File: src/rtl/service_strip.sv
// ---------------------------------------------------------------------------
// service_strip
//
// Removes the framing around a descrambled serial PSDU stream. The leading
// SERVICE bits are discarded. The PSDU bits are packed LSB-first into bytes.
// The tail bits and pad bits that follow are discarded as well.
//
// Ports
//   Clk         sole clock, rising edge
//   Reset       asynchronous, active-low reset
//   x           descrambled serial bit
//   x_valid     x is meaningful this cycle
//   start       one-cycle frame-start pulse (latches len_bytes / num_pads)
//   len_bytes   PSDU length in bytes (0..4095)
//   num_pads    pad bits following the tail (0..287)
//   data_byte   last assembled PSDU byte, held until the next one completes
//   byte_valid  one-cycle pulse when data_byte has just been updated
//   busy        frame in progress
//   done        one-cycle pulse at frame end
//   err         one-cycle pulse when start arrives mid-frame (abort/restart)
// ---------------------------------------------------------------------------
module service_strip #(
    parameter int SERVICE_BITS = 16,
    parameter int TAIL_BITS    = 6
) (
    input  logic        Clk,
    input  logic        Reset,
    input  logic        x,
    input  logic        x_valid,
    input  logic        start,
    input  logic [11:0] len_bytes,
    input  logic [8:0]  num_pads,
    output logic [7:0]  data_byte,
    output logic        byte_valid,
    output logic        busy,
    output logic        done,
    output logic        err
);

    typedef enum logic [2:0] {IDLE, SERVICE, DATA, TAILPAD, DONE} state_t;

    state_t      state;
    state_t      state_next;
    logic [11:0] len_q;
    logic [8:0]  pads_q;
    logic [14:0] cnt;
    logic [7:0]  shift_q;

    logic [9:0]  tailpad_total;
    logic [14:0] service_last;
    logic [14:0] data_last;
    logic [14:0] tailpad_last;
    logic        in_frame;

    // The counter is compared against (length - 1) of each phase, so a phase
    // ends on the same edge that samples its final valid bit.
    assign tailpad_total = 10'(TAIL_BITS) + {1'b0, pads_q};
    assign service_last  = 15'(SERVICE_BITS - 1);
    assign data_last     = {len_q, 3'b000} - 15'd1;
    assign tailpad_last  = {5'b00000, tailpad_total} - 15'd1;
    assign in_frame      = (state == SERVICE) || (state == DATA) || (state == TAILPAD);

    // Every output is derived from registers only.
    assign busy = (state != IDLE);
    assign done = (state == DONE);

    always_ff @(posedge Clk or negedge Reset) begin
        if (!Reset) begin
            state <= IDLE;
        end else begin
            state <= state_next;
        end
    end

    // A start pulse always wins over bit processing. A start in any non-idle
    // state restarts the frame at SERVICE.
    always_comb begin
        state_next = state;
        case (state)
            IDLE: begin
                if (start) state_next = SERVICE;
            end
            SERVICE: begin
                if (start) begin
                    state_next = SERVICE;
                end else if (x_valid && cnt == service_last) begin
                    if (len_q != 12'd0)              state_next = DATA;
                    else if (tailpad_total != 10'd0) state_next = TAILPAD;
                    else                             state_next = DONE;
                end
            end
            DATA: begin
                if (start) begin
                    state_next = SERVICE;
                end else if (x_valid && cnt == data_last) begin
                    state_next = (tailpad_total != 10'd0) ? TAILPAD : DONE;
                end
            end
            TAILPAD: begin
                if (start) begin
                    state_next = SERVICE;
                end else if (x_valid && cnt == tailpad_last) begin
                    state_next = DONE;
                end
            end
            DONE: begin
                state_next = start ? SERVICE : IDLE;
            end
            default: state_next = IDLE;
        endcase
    end

    // One counter serves every phase. It restarts whenever the phase changes
    // or a new frame begins, and it only advances on valid bits inside a frame.
    always_ff @(posedge Clk or negedge Reset) begin
        if (!Reset) begin
            cnt <= '0;
        end else if (start || state_next != state) begin
            cnt <= '0;
        end else if (x_valid && in_frame) begin
            cnt <= cnt + 15'd1;
        end
    end

    // Byte assembly. Bits enter at the top and shift right, so the first bit
    // of a byte ends up in bit 0. A restart discards any partial byte.
    always_ff @(posedge Clk or negedge Reset) begin
        if (!Reset) begin
            len_q      <= '0;
            pads_q     <= '0;
            shift_q    <= '0;
            data_byte  <= 8'h00;
            byte_valid <= 1'b0;
            err        <= 1'b0;
        end else begin
            byte_valid <= 1'b0;
            err        <= 1'b0;
            if (start) begin
                err     <= in_frame;
                len_q   <= len_bytes;
                pads_q  <= num_pads;
                shift_q <= '0;
            end else if (state == DATA && x_valid) begin
                shift_q <= {x, shift_q[7:1]};
                if (cnt[2:0] == 3'b111) begin
                    data_byte  <= {x, shift_q[7:1]};
                    byte_valid <= 1'b1;
                end
            end
        end
    end

endmodule

File: config.mk
export PLATFORM = sky130hd
export DESIGN_NAME = service_strip
export DESIGN_NICKNAME = d
export VERILOG_FILES = /design/src/rtl/service_strip.sv
export SDC_FILE = /design/constraint.sdc
export NUM_CORES = 1
export LEC_CHECK = 0
export BUFFER_PORTS_ARGS = -buffer_cell sky130_fd_sc_hd__buf_4
export CAP_MARGIN = 10
export CORE_AREA = 2 2 79 81
export CTS_BUF_LIST = sky130_fd_sc_hd__clkbuf_4
export DETAILED_ROUTE_END_ITERATION = 8
export DIE_AREA = 0 0 81 83
export GPL_TIMING_DRIVEN = 0
export PLACE_DENSITY = 0.86
export SLEW_MARGIN = 20
export SYNTH_ARGS = -nofsm -noshare
export SYNTH_HDL_FRONTEND = slang
export SYNTH_SLANG_ARGS = --single-unit
File: constraint.sdc
create_clock -name Clk -period 4.6 [get_ports Clk]
set_input_delay 0.92 -clock Clk [delete_from_list [all_inputs] [get_ports Clk]]
set_output_delay 0.92 -clock Clk [all_outputs]
set_load 0.05 [all_outputs]
==> metrics.md, run 1 <==
| Metric | Value |
|---|---|
| Final hold violations | `0` |
| Worst-path clk slew | `0.19 ns` |
| Ports | `38` |
| CTS Buf Count | `5` |
| Max-slew violations | `0` |
| Vias in the first global route | `approximately 3100` |
| Multi-input logic area | `~2200 sq um` |
| Critical path peak fanout | `10` |
| Post-synth EDFFs | `0` |
| Post-CTS setup repair buffer count | `0` |
| Post-Synthesis Cell Area | `between 3000 and 4000 sq um` |
| 1st-iter DRT viols | `121` |
| Pwr Density | `about 240 nW/um^2` |
| Final setup vio count | `0` |
| Setup Skew | `roughly 0.023 ns` |
| Post-synthesis cell count | `between 400 and 500` |
| Initial core utilization | `about 64%` |
| Drc violations | `0` |
| CTS root buf | `clkbuf_4` |
| Status | `completed` |
| CP Data Arrival Time | `~3.9 ns` |
| Slew HR | `50.8%` |
| Seq. cell area | `1400 sq um` |
| Final wirelength | `about 8300 microns` |
| DRT Pass-1 Iters | `4` |
| Worst-margin pin slew | `0.732 ns` |
| Final nets | `490` |
| Die extent in y | `about 83 microns` |
| End point of the critical path | `cnt[0]` |
| Total die area | `about 6700 sq um` |
| Post_cts resized | `0` |
| Initial antenna violation count | `0` |
| Die width | `81 microns` |
| Setup Crit Path Kind | `reg2reg` |
| Antenna Violating Nets Remaining | `0` |
| Max Cap Viol | `0` |
| Floorplan core area | `5820 sq um` |
| #FFs+latches synth | `56` |
| Lkg Pwr | `1.81 nW` |
| Layout area overhead | `11.6%` |
| Clock buffer depth | `2` |
| Max VDD drop | `0.000163 V` |
| Via count | `3193` |
| Top_reg_cell synth | `dfrtp_1` |
| Inst Count DP | `approximately 520` |
| Gp weighted congestion | `approximately 0.92` |
| Post-synth cell types | `68` |
| Critical path endpoint category | `flop` |
| WL per Instance | `about 16 microns` |
| CTS tree | `yes` |
| H-tree depth | `2` |
| Final non-filler cell total | `roughly 530` |
| Worst r2r src | `pads_q[1]` |
| CP Launch Point | `pads_q[1]` |
| WP data required | `just under 5 ns` |
| HPWL after DPL | `approximately 6200 microns` |
| Vias per cell | `between 6 and 7` |
| Gr usage total | `25.8%` |
| Worst reg2reg endpoint | `cnt[0]` |
| Reg2Reg Depth | `11` |
| Largest net degree at the start of global routing | `57` |
| CTS Hold Buffers Added | `0` |
| Row count | `28` |
| Antenna cells | `0` |
| CP Launch Type | `flop` |
| Average size of a mapped cell | `9.10 sq um` |
| R2r setup slk | `1.02 ns` |
| Fin crit share | `77.8%` |
| Synthesis Warnings | `0` |
| Hold path depth | `2` |
| Post-route setup TNS | `0 ns` |
| First-pass GRT wire length | `13800 microns` |
| Post-synthesis sequential area ratio | `37.4%` |
| Share of cells above drive strength 1 | `between 10% and 20%` |
| RSZ-0062 raised after global routing | `false` |
| Hold crit path type | `reg2reg` |
| Fmax achieved | `about 0.28 GHz` |
| PortBufs | `37` |
| Mapped Nets | `~450` |
| Minimum clock period | `about 3.6 ns` |
| Grt ovf | `0` |
| Clk sinks | `56` |
| Async S/R FF share, synth | `100%` |
| Worst-Skew Late Latency | `0.40 ns` |
| Fillers | `about 460` |
==> cells in the mapped netlist, types with 3 or more instances <==
| master | count | area share, % |
|---|---|---|
| a21oi_1 | 13 | 1.7 |
| a31oi_1 | 3 | 0.50 |
| and2_1 | 5 | 0.83 |
| and3_1 | 4 | 0.67 |
| and4_1 | 4 | 0.93 |
| buf_2 | 3 | 0.40 |
| clkbuf_1 | 19 | 1.9 |
| dfrtp_1 | 56 | 37 |
| ha_1 | 8 | 2.7 |
| inv_1 | 8 | 0.80 |
| mux2_2 | 15 | 4.5 |
| nand2_1 | 60 | 6.0 |
| nand2b_1 | 4 | 0.67 |
| nand3_1 | 16 | 2.1 |
| nand3b_1 | 3 | 0.60 |
| nand4_1 | 9 | 1.5 |
| nor2_1 | 19 | 1.9 |
| nor2b_1 | 3 | 0.50 |
| nor3_1 | 13 | 1.7 |
| nor3_2 | 9 | 2.4 |
| nor3b_1 | 4 | 0.80 |
| nor4_1 | 6 | 1.0 |
| o211a_1 | 3 | 0.80 |
| o21ai_0 | 17 | 2.3 |
| or3_1 | 7 | 1.2 |
| or4_4 | 3 | 0.90 |
| xnor2_1 | 31 | 7.2 |
| xor2_1 | 13 | 3.0 |
==> stage by stage <==
stage | utilization, % | area, sq um | setup WS [ns] | total power, W | hold slack, ns
after floorplan | - | 3750 | 1.51 | 0.000695 | 0.439
after global placement | 70.9 | 4120 | 1.15 | 0.000751 | 0.452
after detailed placement | 70.9 | 4120 | 1.03 | 0.000761 | 0.461
after CTS | 71.9 | 4180 | 1.02 | 0.000995 | 0.503
after global routing | 71.9 | 4180 | 0.730 | 0.00104 | 0.535
final | 71.9 | 4180 | 1.02 | 0.000991 | 0.501
==> layer usage <==
layer | wire (microns) | global-route usage (%) | up-vias | share of wire, %
met5 | 0 | 0 | - | 0
met4 | 277 | 10.9 | 0 | 3.3
met3 | 362 | 3.59 | 26 | 4.4
met2 | 4140 | 44.3 | 93 | 50
met1 | 3530 | 31.9 | 1531 | 42
li1 | - | - | 1543 | -
==> layout by cell type, fill, tap and decap left out, drive strengths merged, types with 3 or more instances in the layout <==
cell type,n
o21ai,19
clkbuf,24
o211ai,3
dfrtp,56
or3,7
mux2,15
nor3b,5
or2,3
nand2,60
and2,6
nand3b,3
xnor2,31
nand3,16
nand2b,4
nor2,19
nor2b,3
ha,8
nor4,7
xor2,13
a31oi,3
o211a,3
and4,4
inv,10
buf,45
or4,4
nand4,9
a21oi,13
and3,4
nor3,22
==> sequential cells by signal (all words and copies together), names as in the netlist <==
register,count
err,1
byte_valid,1
shift_q,7
cnt,15
pads_q,9
state,3
data_byte,8
len_q,12
==> final cells by class <==
class	instances	share of cell area [%]
Tap cell	75	2.24
Buffer	27	3.26
Sequential cell	56	33.5
Inverter	9	0.807
Clock inverter	3	0.598
Timing Repair Buffer	37	6.64
Multi-Input combinational cell	320	52.1
Clock buffer	5	0.897
==> critical path, cell delays in order (launching register included) <==
cell and delay (ns):
dfrtp_1 0.50, inv_1 0.09, ha_1 0.19, buf_2 0.17, xnor2_1 0.14, o2bb2ai_1 0.42, nand4_1 0.35, nor3_1 0.26
o2111ai_1 0.22, nor4_2 0.60, buf_2 0.42, nor3_1 0.11
==> report_power, final <==
group	internal, W	switching, W
logic	0.0000985	0.000120
clock network	0.0000638	0.000174
registers	0.000513	0.0000217
==> worst min-delay path by stage <==
stage,startpoint,slack (ns),to
final,data_byte[4],0.50,data_byte[4]
after global routing,data_byte[6],0.54,data_byte[6]
after CTS,shift_q[1],0.50,data_byte[0]
after detailed placement,shift_q[1],0.46,data_byte[0]
after global placement,shift_q[1],0.45,data_byte[0]
after floorplan,shift_q[1],0.44,data_byte[0]
==> cells by family (layout without fill, tap and decap cells) <==
kind of cell               Yosys count  in the layout  synth area share [%]
buffers and inverters               36             81                  4.54
AOI/OAI and AO/OA                   66             66                  12.2
xor gates and xnor gates            45             45                  10.9
muxes                               17             17                  5.04
adders and majority gates            8              8                  2.67
and+or+nand+nor                    184            184                  27.3
DFF                                 56             56                  37.4
No activity file was read; power rests on OpenSTA's default activity.
==> inputs of run 2 (changes only) <==
--- a/config.mk
+++ b/config.mk
@@ -7,12 +7,12 @@
 export LEC_CHECK = 0
 export BUFFER_PORTS_ARGS = -buffer_cell sky130_fd_sc_hd__buf_4
 export CAP_MARGIN = 10
-export CORE_AREA = 2 2 79 81
+export CORE_AREA = 2 2 81 83
 export CTS_BUF_LIST = sky130_fd_sc_hd__clkbuf_4
 export DETAILED_ROUTE_END_ITERATION = 8
-export DIE_AREA = 0 0 81 83
+export DIE_AREA = 0 0 83 85
 export GPL_TIMING_DRIVEN = 0
-export PLACE_DENSITY = 0.86
+export PLACE_DENSITY = 0.82
 export SLEW_MARGIN = 20
 export SYNTH_ARGS = -nofsm -noshare
 export SYNTH_HDL_FRONTEND = slang
==> constraint.sdc (replaced) <==
create_clock -name Clk -period 3.7 [get_ports Clk]
set_input_delay 0.74 -clock Clk [delete_from_list [all_inputs] [get_ports Clk]]
set_output_delay 0.74 -clock Clk [all_outputs]
set_load 0.05 [all_outputs]
==> run 2 against run 1 <==
Net effect: non-clock buffer count unchanged; power increased by 26%; clock power increased by 27%; sequential share of layout area decreased by 0.16 points; first-iteration DRC count increased by 70%; via count increased by 1.0%; combinational power increased by 27%; die area increased by 4.9%; critical path type unchanged; critical path depth unchanged; worst setup slack got worse by 0.69 ns; register-to-register slack got worse by 0.69 ns; largest power group unchanged; flip-flop and latch count unchanged; highest routed layer unchanged.
==> metrics.md, run 2 (synthesis results as in run 1) <==
| Metric | Value |
|---|---|
| Slew HR | `about 51%` |
| Worst-Skew Late Latency | `roughly 0.40 ns` |
| Critical path peak fanout | `10` |
| Final hold violations | `0` |
| Largest net degree at the start of global routing | `57` |
| Worst-path clk slew | `between 0.15 and 0.2 ns` |
| Final wirelength | `approximately 8600 microns` |
| 1st-iter DRT viols | `around 200` |
| Cell Area, Placed | `4120 sq um` |
| Design area | `~4200 sq um` |
| Die width | `just over 80 microns` |
| Post-CTS setup repair buffer count | `0` |
| CP Launch Type | `flop` |
| Via count | `3225` |
| Worst-margin pin slew | `approximately 0.73 ns` |
| Minimum clock period | `between 3 and 4 ns` |
| Crit path cell chain | `buf_6, inv_1, ha_1, or3b_2, nor3_1, a31oi_1, or4_4, or4_4, o211ai_4, buf_12, nor3b_2` |
| CTS Buf Count | `5` |
| Post-route setup TNS | `0 ns` |
| Floorplan core area | `between 6000 and 7000 sq um` |
| Die extent in y | `approximately 85 microns` |
| R2r setup slk | `approximately 0.33 ns` |
| Total die area | `about 7000 sq um` |
| Worst Hold Slack | `between 0.3 and 0.4 ns` |
| CP top delay family | `simple AND/OR/NAND/NOR gates` |
| Most flops, register | `cnt` |
| DP Worst Slack | `approximately 0.23 ns` |
| Slowest CP cell | `or4_4` |
| Layout area overhead | `12.1%` |
| Fillers | `between 500 and 600` |
| H-tree depth | `2` |
| Antenna Violating Nets Remaining | `0` |
| Worst setup margin | `~0.33 ns` |
| Most frequent cells in the layout | `nand2_1, dfrtp_1, buf_4, xnor2_1` |
| DRT Pass-1 Iters | `5` |
| Share of cells above drive strength 1 | `19.0%` |
| Vias in the first global route | `3057` |
| Antenna cells | `0` |
| Drc violations | `0` |
| Max-slew violations | `0` |
| Max incr delay on CP | `between 0.5 and 0.6 ns` |
| CP Data Arrival Time | `around 3.7 ns` |
| CP Buf/Inv Count | `3` |
| Multi-input logic area | `approximately 2200 sq um` |
| Gp weighted congestion | `0.856` |
| Seq. cell area | `approximately 1400 sq um` |
| Clk sinks | `56` |
| Hold crit path type | `in2async` |
| Top Registers | `cnt: 15 flops, len_q: 12 flops, pads_q: 9 flops` |
| Vias per cell | `between 6 and 7` |
| Critical path endpoint category | `flop` |
| Fmax achieved | `slightly below 0.3 GHz` |
| Final setup vio count | `0` |
| Max reg flops | `15` |
| Gr usage total | `approximately 25%` |
| First-pass GRT wire length | `roughly 15000 microns` |
| WP data required | `3.99 ns` |
| Ports | `38` |
| Max VDD drop | `~0.00018 V` |
| Status | `completed` |
| Row count | `29` |
| Initial antenna violation count | `0` |
| Final core occ | `around two thirds` |
| CTS root buf | `clkbuf_4` |
| Grt ovf | `0` |
| PortBufs | `37` |
| Fin crit share | `between 90% and 100%` |
| RSZ-0062 raised after global routing | `false` |
| Most common cell after layout, fill and taps aside | `nand2_1` |
| Clock buffer depth | `2` |
| WL per Instance | `approximately 16 microns` |
| Final nets | `just under 500` |
| Setup Skew | `about 0.0098 ns` |
| CP dominant cell by count | `or4_4` |
| Lkg Pwr | `1.81 nW` |
| HPWL after DPL | `slightly above 6000 microns` |
| CTS tree | `yes` |
| Max Cap Viol | `0` |
| Initial core utilization | `between 60% and 70%` |
| Pwr Density | `about 300 nW/um^2` |
| Setup Crit Path Kind | `reg2reg` |
## run 2: cell count changes in the layout (fill, tap and decap cells not counted)
cell,change
inv_6,-2
nor4_4,+1
inv_8,+1
o2bb2ai_1,-1
nor4_2,-1
clkinv_4,+1
o2bb2ai_2,+1
## run 2: through the flow
step                power, W  cells
floorplan           0.000864    412
global placement    0.000935    526
detailed placement  0.000947    526
CTS                  0.00125    534
global route         0.00131    534
finish               0.00124    534
## run 2: routing by layer
| metal | share of wire, % | global-route usage (%) | vias up |
|---|---|---|---|
| met5 | 0 | 0 | - |
| met4 | 2.2 | 9.39 | 0 |
| met3 | 5.9 | 3.79 | 13 |
| met2 | 48 | 42.4 | 115 |
| met1 | 44 | 34.0 | 1549 |
| li1 | - | - | 1548 |
## run 2: worst reg2reg max path, stage by stage (launching register included)
cell and delay [ns]:
dfrtp_1 0.41, buf_6 0.14, inv_1 0.10, ha_1 0.27, or3b_2 0.51, nor3_1 0.19, a31oi_1 0.12, or4_4 0.57
or4_4 0.56, o211ai_4 0.16, buf_12 0.19, nor3b_2 0.05
## run 2: worst paths after layout
check | startpoint | end | depth (start not counted)
worst max-delay path | len_q[0] | cnt[13] | 11
worst min-delay path | Reset | len_q[5] | 1
worst max register to register | len_q[0] | cnt[13] | 11
worst min register to register | data_byte[2] | data_byte[2] | 2
max in group asynchronous | Reset | cnt[5] | 1
min in group Clk | data_byte[2] | data_byte[2] | 2
## run 2: timing repair
item | 4_1_cts | 5_1_grt
endpoints found under the hold margin | 0 | 0
hold buffers | 0 | 0
gates resized for setup | 0 | 2
endpoints found under the setup margin | 0 | 10
## run 2: report_power, final
part | leakage, nW | switching (W) | internal (W)
Clock | 0.0333 | 0.000222 | 0.0000804
Combinational | 1.05 | 0.000154 | 0.000123
Sequential | 0.728 | 0.0000273 | 0.000637
## run 2: final cells by class
type / instances / share of cell area, %
multi-input combinational: 320 / 52.2
sequential: 56 / 33.3
clock buffer: 5 / 0.893
inverter: 9 / 0.804
tap: 77 / 2.29
buffer: 27 / 3.24
clock inverter: 3 / 0.655
timing repair buffer: 37 / 6.61
==> inputs of run 3 (changes only) <==
--- a/config.mk
+++ b/config.mk
@@ -9,10 +9,11 @@
 export CAP_MARGIN = 10
 export CORE_AREA = 2 2 81 83
 export CTS_BUF_LIST = sky130_fd_sc_hd__clkbuf_4
+export CTS_CLUSTER_SIZE = 30
 export DETAILED_ROUTE_END_ITERATION = 8
 export DIE_AREA = 0 0 83 85
 export GPL_TIMING_DRIVEN = 0
-export PLACE_DENSITY = 0.82
+export PLACE_DENSITY = 0.85
 export SLEW_MARGIN = 20
 export SYNTH_ARGS = -nofsm -noshare
 export SYNTH_HDL_FRONTEND = slang
==> run 3 against run 2 <==
Net effect: count of clock-buffer cells in the layout stayed put; critical path depth stayed put; sequential share of layout area is 0.070 points higher; power is 1.1% lower; die area stayed put; worst setup slack worse by 0.088 ns; first-iteration DRC count is 28% higher; maximum frequency is 2.5% lower; flip-flop and latch count stayed put.
==> metrics.md, run 3 (synthesis results as in run 1) <==
| Metric | Value |
|---|---|
| Layout area overhead | `11.9%` |
| Share of cells above drive strength 1 | `a little under a fifth` |
| Part of the power in registers | `between 50 and 60%` |
| Hold crit path type | `in2async` |
| Switching pwr | `between 0.0003 and 0.0004 W` |
| Worst Hold Slack | `0.374 ns` |
| Worst-path clk slew | `between 0.15 and 0.2 ns` |
| WP data required | `between 3 and 4 ns` |
| Final wirelength | `~8500 microns` |
| Critical path peak fanout | `10` |
| Crit path cell chain | `inv_1, ha_1, buf_2, xnor2_1, o2bb2ai_1, nand4_1, nor3_1, o2111ai_1, nor4_4, buf_2, nor3_2` |
| Ports | `38` |
| Sw Ratio | `roughly a third` |
| CP dominant cell by count | `buf_2` |
| Pint | `approximately 0.00084 W` |
| Final hold violations | `0` |
| Slowest CP cell | `dfrtp_1` |
| Final setup vio count | `0` |
| Clk sinks | `56` |
| Largest net degree at the start of global routing | `57` |
| Worst setup margin | `around 0.24 ns` |
| Antenna Violating Nets Remaining | `0` |
| Max Cap Viol | `0` |
| Clock group share of total power | `23.7%` |
| Initial antenna violation count | `0` |
| Vias per cell | `~6.1` |
| HPWL after DPL | `between 6000 and 7000 microns` |
| Minimum clock period | `3.46 ns` |
| Most flops, register | `cnt` |
| Fmax achieved | `about 0.29 GHz` |
| Vias in the first global route | `roughly 3000` |
| WL per Instance | `about 16 microns` |
| CP Data Arrival Time | `3.74 ns` |
| Max reg flops | `15` |
| H-tree depth | `2` |
| Most common cell after layout, fill and taps aside | `nand2_1` |
| Slew HR | `between 40% and 50%` |
| Comb power frac | `22.3%` |
| Gr usage total | `between 20% and 30%` |
| Max VDD drop | `between 0.0002 and 0.00025 V` |
| PortBufs | `37` |
| Setup Skew | `between 0.015 and 0.02 ns` |
| Setup Crit Path Kind | `reg2reg` |
| CTS tree | `yes` |
| Die extent in y | `~85 microns` |
| Critical path endpoint category | `flop` |
| Lkg Pwr | `roughly 1.8 nW` |
| Drc violations | `0` |
| Max-slew violations | `0` |
| Floorplan core area | `between 6000 and 7000 sq um` |
| Final nets | `between 400 and 500` |
| Clock buffer depth | `2` |
| Pwr Density | `around 290 nW/um^2` |
| Via count | `3250` |
| Status | `completed` |
| Antenna cells | `0` |
| 1st-iter DRT viols | `between 200 and 300` |
| DP Worst Slack | `0.176 ns` |
| DRT Pass-1 Iters | `4` |
| Row count | `29` |
| Gp weighted congestion | `0.940` |
| Max incr delay on CP | `roughly 0.5 ns` |
| CTS root buf | `clkbuf_4` |
| First-pass GRT wire length | `about 14000 microns` |
| CTS Hold Buffers Added | `0` |
| RSZ-0062 raised after global routing | `false` |
| Grt ovf | `0` |
| Total die area | `around 7100 sq um` |
| Top Registers | `cnt: 15 flops, len_q: 12 flops, pads_q: 9 flops` |
| Post-route setup TNS | `0 ns` |
| CTS Buf Count | `5` |
| Worst-margin pin slew | `0.765 ns` |
| CP Launch Type | `flop` |
| Most frequent cells in the layout | `nand2_1, dfrtp_1, buf_4, xnor2_1` |
| Die width | `between 80 and 90 microns` |
| Fin crit share | `a little over 90%` |
| Initial core utilization | `between 60% and 70%` |
| Worst-Skew Late Latency | `between 0.3 and 0.4 ns` |
[run 3: worst max-delay path: cells and delay by family, from the launching register on]
family          cells  cell delay [ns]
compound gates      2             0.68
xor+xnor            1             0.14
fa+ha+maj           1             0.19
buf+inv             3             0.66
flops               1             0.50
simple gates        4             1.16
[run 3: cell type report]
| cell class | count | area [sq um] |
|---|---|---|
| flip-flops and latches | 56 | 1400 |
| inverters | 9 | 33.8 |
| clock buffers | 5 | 37.5 |
| well taps | 77 | 96.3 |
| fillers | 499 | 2010 |
| repair buffers | 37 | 278 |
| clock inverters | 3 | 25.0 |
| plain buffers | 27 | 136 |
| multi-input cells | 320 | 2190 |
[run 3: through the flow]
step                      instance area (sq um)  std cells  util (%)  total power, W
after floorplan                            3750        412         -        0.000864
after global placement                     4120        526      66.5        0.000934
after detailed placement                   4120        526      66.5        0.000947
after CTS                                  4190        534      67.5         0.00124
after global routing                       4200        534      67.6         0.00129
final                                      4200        534      67.6         0.00123
[run 3: layer usage]
metal	global-route usage (%)	share of wire, %
met5	0	0
met4	7.30	1.4
met3	3.60	5.0
met2	41.8	50
met1	32.4	44
[run 3: repair_timing]
action	4_1_cts	5_1_grt
endpoints found under the setup margin	0	10
resized for setup	0	1
buffers inserted	0	0
[run 3: path summary, 6_finish.rpt]
| path | startpoint | end | slack [ns] | cells past startpoint |
|---|---|---|---|---|
| min | Reset | len_q[5] | 0.37 | 1 |
| min in group Clk | shift_q[1] | data_byte[0] | 0.49 | 2 |
| max reg2reg | pads_q[1] | cnt[5] | 0.24 | 11 |
| min reg2reg | shift_q[1] | data_byte[0] | 0.49 | 2 |
| max | pads_q[1] | cnt[5] | 0.24 | 11 |
| max in group asynchronous | Reset | pads_q[8] | 2.85 | 1 |
[run 3: power by group through the flow]
stage	sequential [W]	clock (W)	combinational (W)
after detailed placement	0.000675	0	0.000272
after CTS	0.000664	0.000304	0.000273
after global routing	0.000668	0.000320	0.000304
after global placement	0.000673	0	0.000261
after floorplan	0.000670	0	0.000194
final	0.000664	0.000292	0.000275
